File: src/rtl/serial_adder_pkg.sv
// Shared definitions for the bit-serial adder: FSM state encoding and
// counter sizing helper.
package serial_adder_pkg;

    typedef enum logic [1:0] {
        IDLE = 2'd0,
        RUN  = 2'd1,
        DONE = 2'd2
    } state_t;

    // Bit counter must hold 0..width-1 and never be zero bits wide.
    function automatic int cnt_bits(input int width);
        return (width > 1) ? $clog2(width) : 1;
    endfunction

endpackage

File: src/rtl/full_adder.sv
// One-bit full adder composed of two half-adder stages and an OR for carry.
module full_adder (
    input  logic a,
    input  logic b,
    input  logic cin,
    output logic s,
    output logic cout
);

    logic p;
    logic g;
    logic t;

    assign p    = a ^ b;
    assign g    = a & b;
    assign s    = p ^ cin;
    assign t    = p & cin;
    assign cout = g | t;

endmodule

File: src/rtl/serial_adder.sv
// Bit-serial adder: adds two WIDTH-bit operands LSB first, one bit per clock,
// and reports {cout,sum} with a one-cycle done pulse.
module serial_adder
    import serial_adder_pkg::*;
#(
    parameter int WIDTH = 8
) (
    input  logic             clk,
    input  logic             rst_n,
    input  logic             start,
    input  logic [WIDTH-1:0] a,
    input  logic [WIDTH-1:0] b,
    output logic             busy,
    output logic             done,
    output logic [WIDTH-1:0] sum,
    output logic             cout
);

    localparam int              CNT_W = cnt_bits(WIDTH);
    localparam logic [CNT_W-1:0] LAST = CNT_W'(WIDTH - 1);

    state_t           state;
    logic [WIDTH-1:0] a_sh;
    logic [WIDTH-1:0] b_sh;
    logic [WIDTH-1:0] psum;
    logic [WIDTH-1:0] psum_next;
    logic             carry;
    logic [CNT_W-1:0] cnt;
    logic             s_bit;
    logic             c_bit;

    full_adder u_fa (
        .a    (a_sh[0]),
        .b    (b_sh[0]),
        .cin  (carry),
        .s    (s_bit),
        .cout (c_bit)
    );

    // NOTE: the default assignment comes first so no path leaves psum_next
    // unassigned, which would otherwise infer a latch.
    always_comb begin
        psum_next            = psum >> 1;
        psum_next[WIDTH-1]   = s_bit;
    end

    // NOTE: all state uses non-blocking assignments so every register samples
    // pre-edge values, independent of statement order.
    always_ff @(posedge clk or negedge rst_n) begin
        if (!rst_n) begin
            state <= IDLE;
            a_sh  <= '0;
            b_sh  <= '0;
            psum  <= '0;
            carry <= 1'b0;
            cnt   <= '0;
            busy  <= 1'b0;
            done  <= 1'b0;
            sum   <= '0;
            cout  <= 1'b0;
        end else begin
            case (state)
                IDLE: begin
                    if (start) begin
                        a_sh  <= a;
                        b_sh  <= b;
                        psum  <= '0;
                        carry <= 1'b0;
                        cnt   <= '0;
                        busy  <= 1'b1;
                        state <= RUN;
                    end
                end
                RUN: begin
                    a_sh  <= a_sh >> 1;
                    b_sh  <= b_sh >> 1;
                    carry <= c_bit;
                    psum  <= psum_next;
                    if (cnt == LAST) begin
                        // Hold the counter on the final bit so it never wraps.
                        sum   <= psum_next;
                        cout  <= c_bit;
                        busy  <= 1'b0;
                        done  <= 1'b1;
                        state <= DONE;
                    end else begin
                        cnt <= cnt + 1'b1;
                    end
                end
                DONE: begin
                    done  <= 1'b0;
                    state <= IDLE;
                end
                default: begin
                    busy  <= 1'b0;
                    done  <= 1'b0;
                    state <= IDLE;
                end
            endcase
        end
    end

endmodule

File: config.mk
export PLATFORM = sky130hd
export DESIGN_NAME = serial_adder
export DESIGN_NICKNAME = d
export VERILOG_FILES = /design/src/rtl/serial_adder_pkg.sv /design/src/rtl/full_adder.sv /design/src/rtl/serial_adder.sv
export SDC_FILE = /design/constraint.sdc
export NUM_CORES = 1
export LEC_CHECK = 0
export CORE_MARGIN = 10
export CORE_UTILIZATION = 44
export DETAILED_ROUTE_END_ITERATION = 8
export PLACE_DENSITY = 0.71
export SETUP_SLACK_MARGIN = 0.02
export SLEW_MARGIN = 20
export SYNTH_ARGS = -nofsm -noshare
export SYNTH_HDL_FRONTEND = slang
export SYNTH_HIERARCHICAL = 1
export SYNTH_SLANG_ARGS = --single-unit
File: constraint.sdc
create_clock -name clk -period 1.5 [get_ports clk]
set_input_delay 0.15 -clock clk [delete_from_list [all_inputs] [get_ports clk]]
set_output_delay 0.15 -clock clk [all_outputs]
set_load 0.005 [all_outputs]
==> metrics.md, run 1 <==
| Metric | Value |
|---|---|
| Ys Warns | 6 |
| Setup violators final | 0 |
| Leakage power total | roughly 1.0 nW |
| RSZ-0062 raised after global routing | no |
| Crit path max-delay cell type | dfrtp_1 |
| Die width | about 84 um |
| Area of the multi-input gates | between 700 and 800 um2 |
| Rows | 23 |
| CTS sink count | 40 |
| Final Cycle Share | slightly above 90% |
| Total GRT Usage | about 11% |
| Register Area | between 1000 and 1500 um2 |
| Utilization after layout | approximately three fifths |
| I/O pin cnt | 30 |
| Syn-to-layout area delta | 28.6% |
| Mean Syn Cell Area | 11.7 um2 |
| R2r startpoint | cnt[1] |
| Filler instances | around 330 |
| Switch share | 32.0% |
| Final hold violations | 0 |
| Pre-Repair DR Iteration Count | 4 |
| H-tree depth | 2 |
| Crit Path Category | reg2reg |
| Routed WL | around 3.7 mm |
| R2R Path End | cnt[0] |
| Post-synthesis sequential element count | 40 |
| Async S/R FF share, synth | between 90% and 100% |
| Outcome | complete, no violations |
| Grt ovf | 0 |
| Max-cap violation count | 0 |
| DRC | 0 |
| Worst-Margin Slew | around 0.45 ns |
| CTS max path bufs | 2 |
| Starting DRC count in detailed routing | 60 |
| Hold WC Path Type | in2async |
| R2R setup slack | around 0.10 ns |
| Finished Layout Cells | 246 |
| Largest net degree at the start of global routing | 27 |
| Detail Placement HPWL | around 2.8 mm |
| PwrDens | slightly above 2000 nW/um2 |
| Psw | roughly 1.5 mW |
| Post-CTS Repair Setup Buffers | 0 |
| Initial antenna violation count | 0 |
| Die ar. | 7090 um2 |
| Slew margin rel. | between 70% and 80% |
| TritonCTS Buffers | 5 |
| TritonCTS clock tree | yes |
| First-pass GRT wire length | between 6 and 7 mm |
| Clock Power Share | 17.9% |
| Post-synthesis sequential area ratio | 55.2% |
| Port Buf Inserts | 29 |
| Layout Nets | ~220 |
| Layout cell share with drive strength beyond 1 | between 10% and 20% |
| Max Slew Vio Count | 0 |
| Skew-Pair Late Insertion Delay | 0.29 ns |
| VDD IR max | between 0.9 and 1 mV |
| Vias in the first global route | around 1400 |
| Worst EP required | approximately 1.7 ns |
| Startpoint types | register |
| Antenna viol nets, final | 0 |
| Vias per cell | 5.45 |
| DR WL/cell | 15.2 um |
| CP endpoint kind | register |
| Unique masters post-synth | 25 |
| Die Span Y | between 80 and 90 um |
| Internal Pwr Total | ~3.2 mW |
| Cell area after synthesis | between 1500 and 2000 um2 |
| Length in cells of the worst reg-to-reg path | 5 |
| Placed Cells | between 200 and 250 |
| Post-synthesis net count | 177 |
| Prevailing post-synth register cell | dfrtp_1 |
| Crit path DAT | 1.57 ns |
| Vias after detailed routing | about 1300 |
| Clock slew at reported path FFs | approximately 0.070 ns |
| Post-synth EDFFs | 0 |
| Antenna cells | 0 |
| Achievable Freq | slightly above 700 MHz |
| Flop pwr share | roughly 41% |
| Final GP Congestion | around 0.78 |
| Min Tclk post-route | 1.40 ns |
| Comb pwr share | between 40% and 50% |
| Area of the core | about 4000 um2 |
| CTS Root Cell | clkbuf_8 |
| Slowest stage delay, CP | about 0.36 ns |
| Synth Instances | 155 |
| Crit path max fanout | 7 |
| Max Clock Skew | ~0.0058 ns |
| Worst path cell trace | ha_1 > ha_4 > nor2_2 > mux2_2 > a22o_1 |
| Initial Util | 45.4% |
-- what timing repair did --
action,4_1_cts,5_1_grt
endpoints found under the hold margin,19,0
setup endpoints to repair,13,14
cloned,0,0
hold buffers,1,0
pin swaps,0,0
resized for setup,2,2
-- critical path, delay by kind of cell (launching register included) --
family	cells	cell delay [ns]
mux	1	0.27
fa+ha+maj	2	0.40
simple gates	1	0.07
flops	1	0.36
compound gates	1	0.18
-- cells in the final DEF, fill, tap and decap left out, types with 2 or more instances in the layout --
| master | instances |
|---|---|
| a22o_1 | 13 |
| buf_4 | 15 |
| clkbuf_8 | 5 |
| clkdlybuf4s50_1 | 28 |
| dfrtp_1 | 39 |
| inv_1 | 3 |
| mux2_4 | 9 |
| nand2_1 | 4 |
| nand2b_1 | 2 |
| nor2_1 | 8 |
| nor3_1 | 30 |
| o21ai_0 | 5 |
| o22ai_1 | 14 |
| o32ai_1 | 4 |
-- routing by layer --
metal  GRT usage [%]  wire, um  vias to the layer above
met2            17.8      1890                       27
met4            2.89        38                        0
met1            12.9      1560                      656
met5               0         0                        -
met3            5.22       244                        5
li1                -         -                      652
-- synth_stat cells, types with 3 or more instances --
library cell,count,share of area (%)
o32ai_1,4,1.9
nand2_1,4,0.83
buf_4,3,1.2
clkbuf_1,3,0.62
dfrtp_1,40,55
mux2_4,9,7.4
a22o_1,13,6.3
o22ai_1,14,4.8
nor2_1,9,1.9
buf_2,3,0.83
inv_1,3,0.62
o21ai_0,5,1.4
nor3_1,30,8.3
-- power groups by stage --
| stage | clock network, mW | registers [mW] | logic (mW) |
|---|---|---|---|
| floorplan | 0 | 1.87 | 1.29 |
| global placement | 0 | 1.93 | 1.84 |
| detailed placement | 0 | 1.95 | 1.93 |
| CTS | 0.869 | 1.94 | 1.97 |
| global route | 0.919 | 2.02 | 2.15 |
| finish | 0.843 | 1.93 | 1.95 |
-- registers in the layout, summed over array words and instances (netlist names) --
name	cells
a_sh	8
b_sh	8
sum	8
psum	7
cnt	3
state	2
busy	1
carry	1
cout	1
done	1
-- worst max path at each step --
stage | from | endpoint | slack (ns)
after floorplan | cnt[0] | cnt[0] | 0.03
after global placement | cnt[0] | cnt[0] | -0.006
after detailed placement | cnt[1] | cnt[0] | -0.11
after CTS | cnt[1] | cnt[0] | 0.06
after global routing | cnt[0] | cnt[0] | 0.03
final | cnt[1] | cnt[0] | 0.10
-- area by class of cell --
type,instances,share of cell area (%)
Clock buffer,6,3.11
Inverter,3,0.483
Sequential cell,40,43.0
Timing Repair Buffer,45,17.5
Clock inverter,2,1.50
Tap cell,50,2.68
Multi-Input combinational cell,100,31.8
-- stage by stage --
stage / cell area, um2 / setup TNS, ns / power, mW / hold slack [ns] / setup WS (ns)
3_5_place_dp: 2200 / -0.130 / 3.89 / 0.121 / -0.107
6_report: 2330 / 0 / 4.72 / 0.335 / 0.105
3_3_place_gp: 2200 / -0.00561 / 3.77 / 0.111 / -0.00561
4_1_cts: 2330 / 0 / 4.78 / 0.343 / 0.0638
2_1_floorplan: 1810 / 0 / 3.16 / -0.146 / 0.0292
5_1_grt: 2330 / 0 / 5.09 / 0.386 / 0.0297
-- cells by family (layout without fill, tap and decap cells) --
family | count (synthesis) | in the layout | synth area share, %
flip-flops | 40 | 40 | 55.2
adder cells (fa/ha/maj) | 3 | 3 | 2.48
multiplexers | 11 | 11 | 8.62
buffers and inverters | 15 | 56 | 4.83
AND/OR/NAND/NOR | 49 | 49 | 14.2
AO/OA/AOI/OAI | 37 | 37 | 14.7
Power figures use the tool's default switching activity.
==> run 2: changes to the inputs <==
- SLEW_MARGIN: 20 -> not set
==> results of run 2 <==
No change in the layout: final DEF, timing and power equal those of run 1.
==> run 3: changes to the inputs <==
- ABC_CLOCK_PERIOD_IN_PS: not set -> 1500
==> results of run 3 <==
No change in the layout: final DEF, timing and power equal those of run 1.
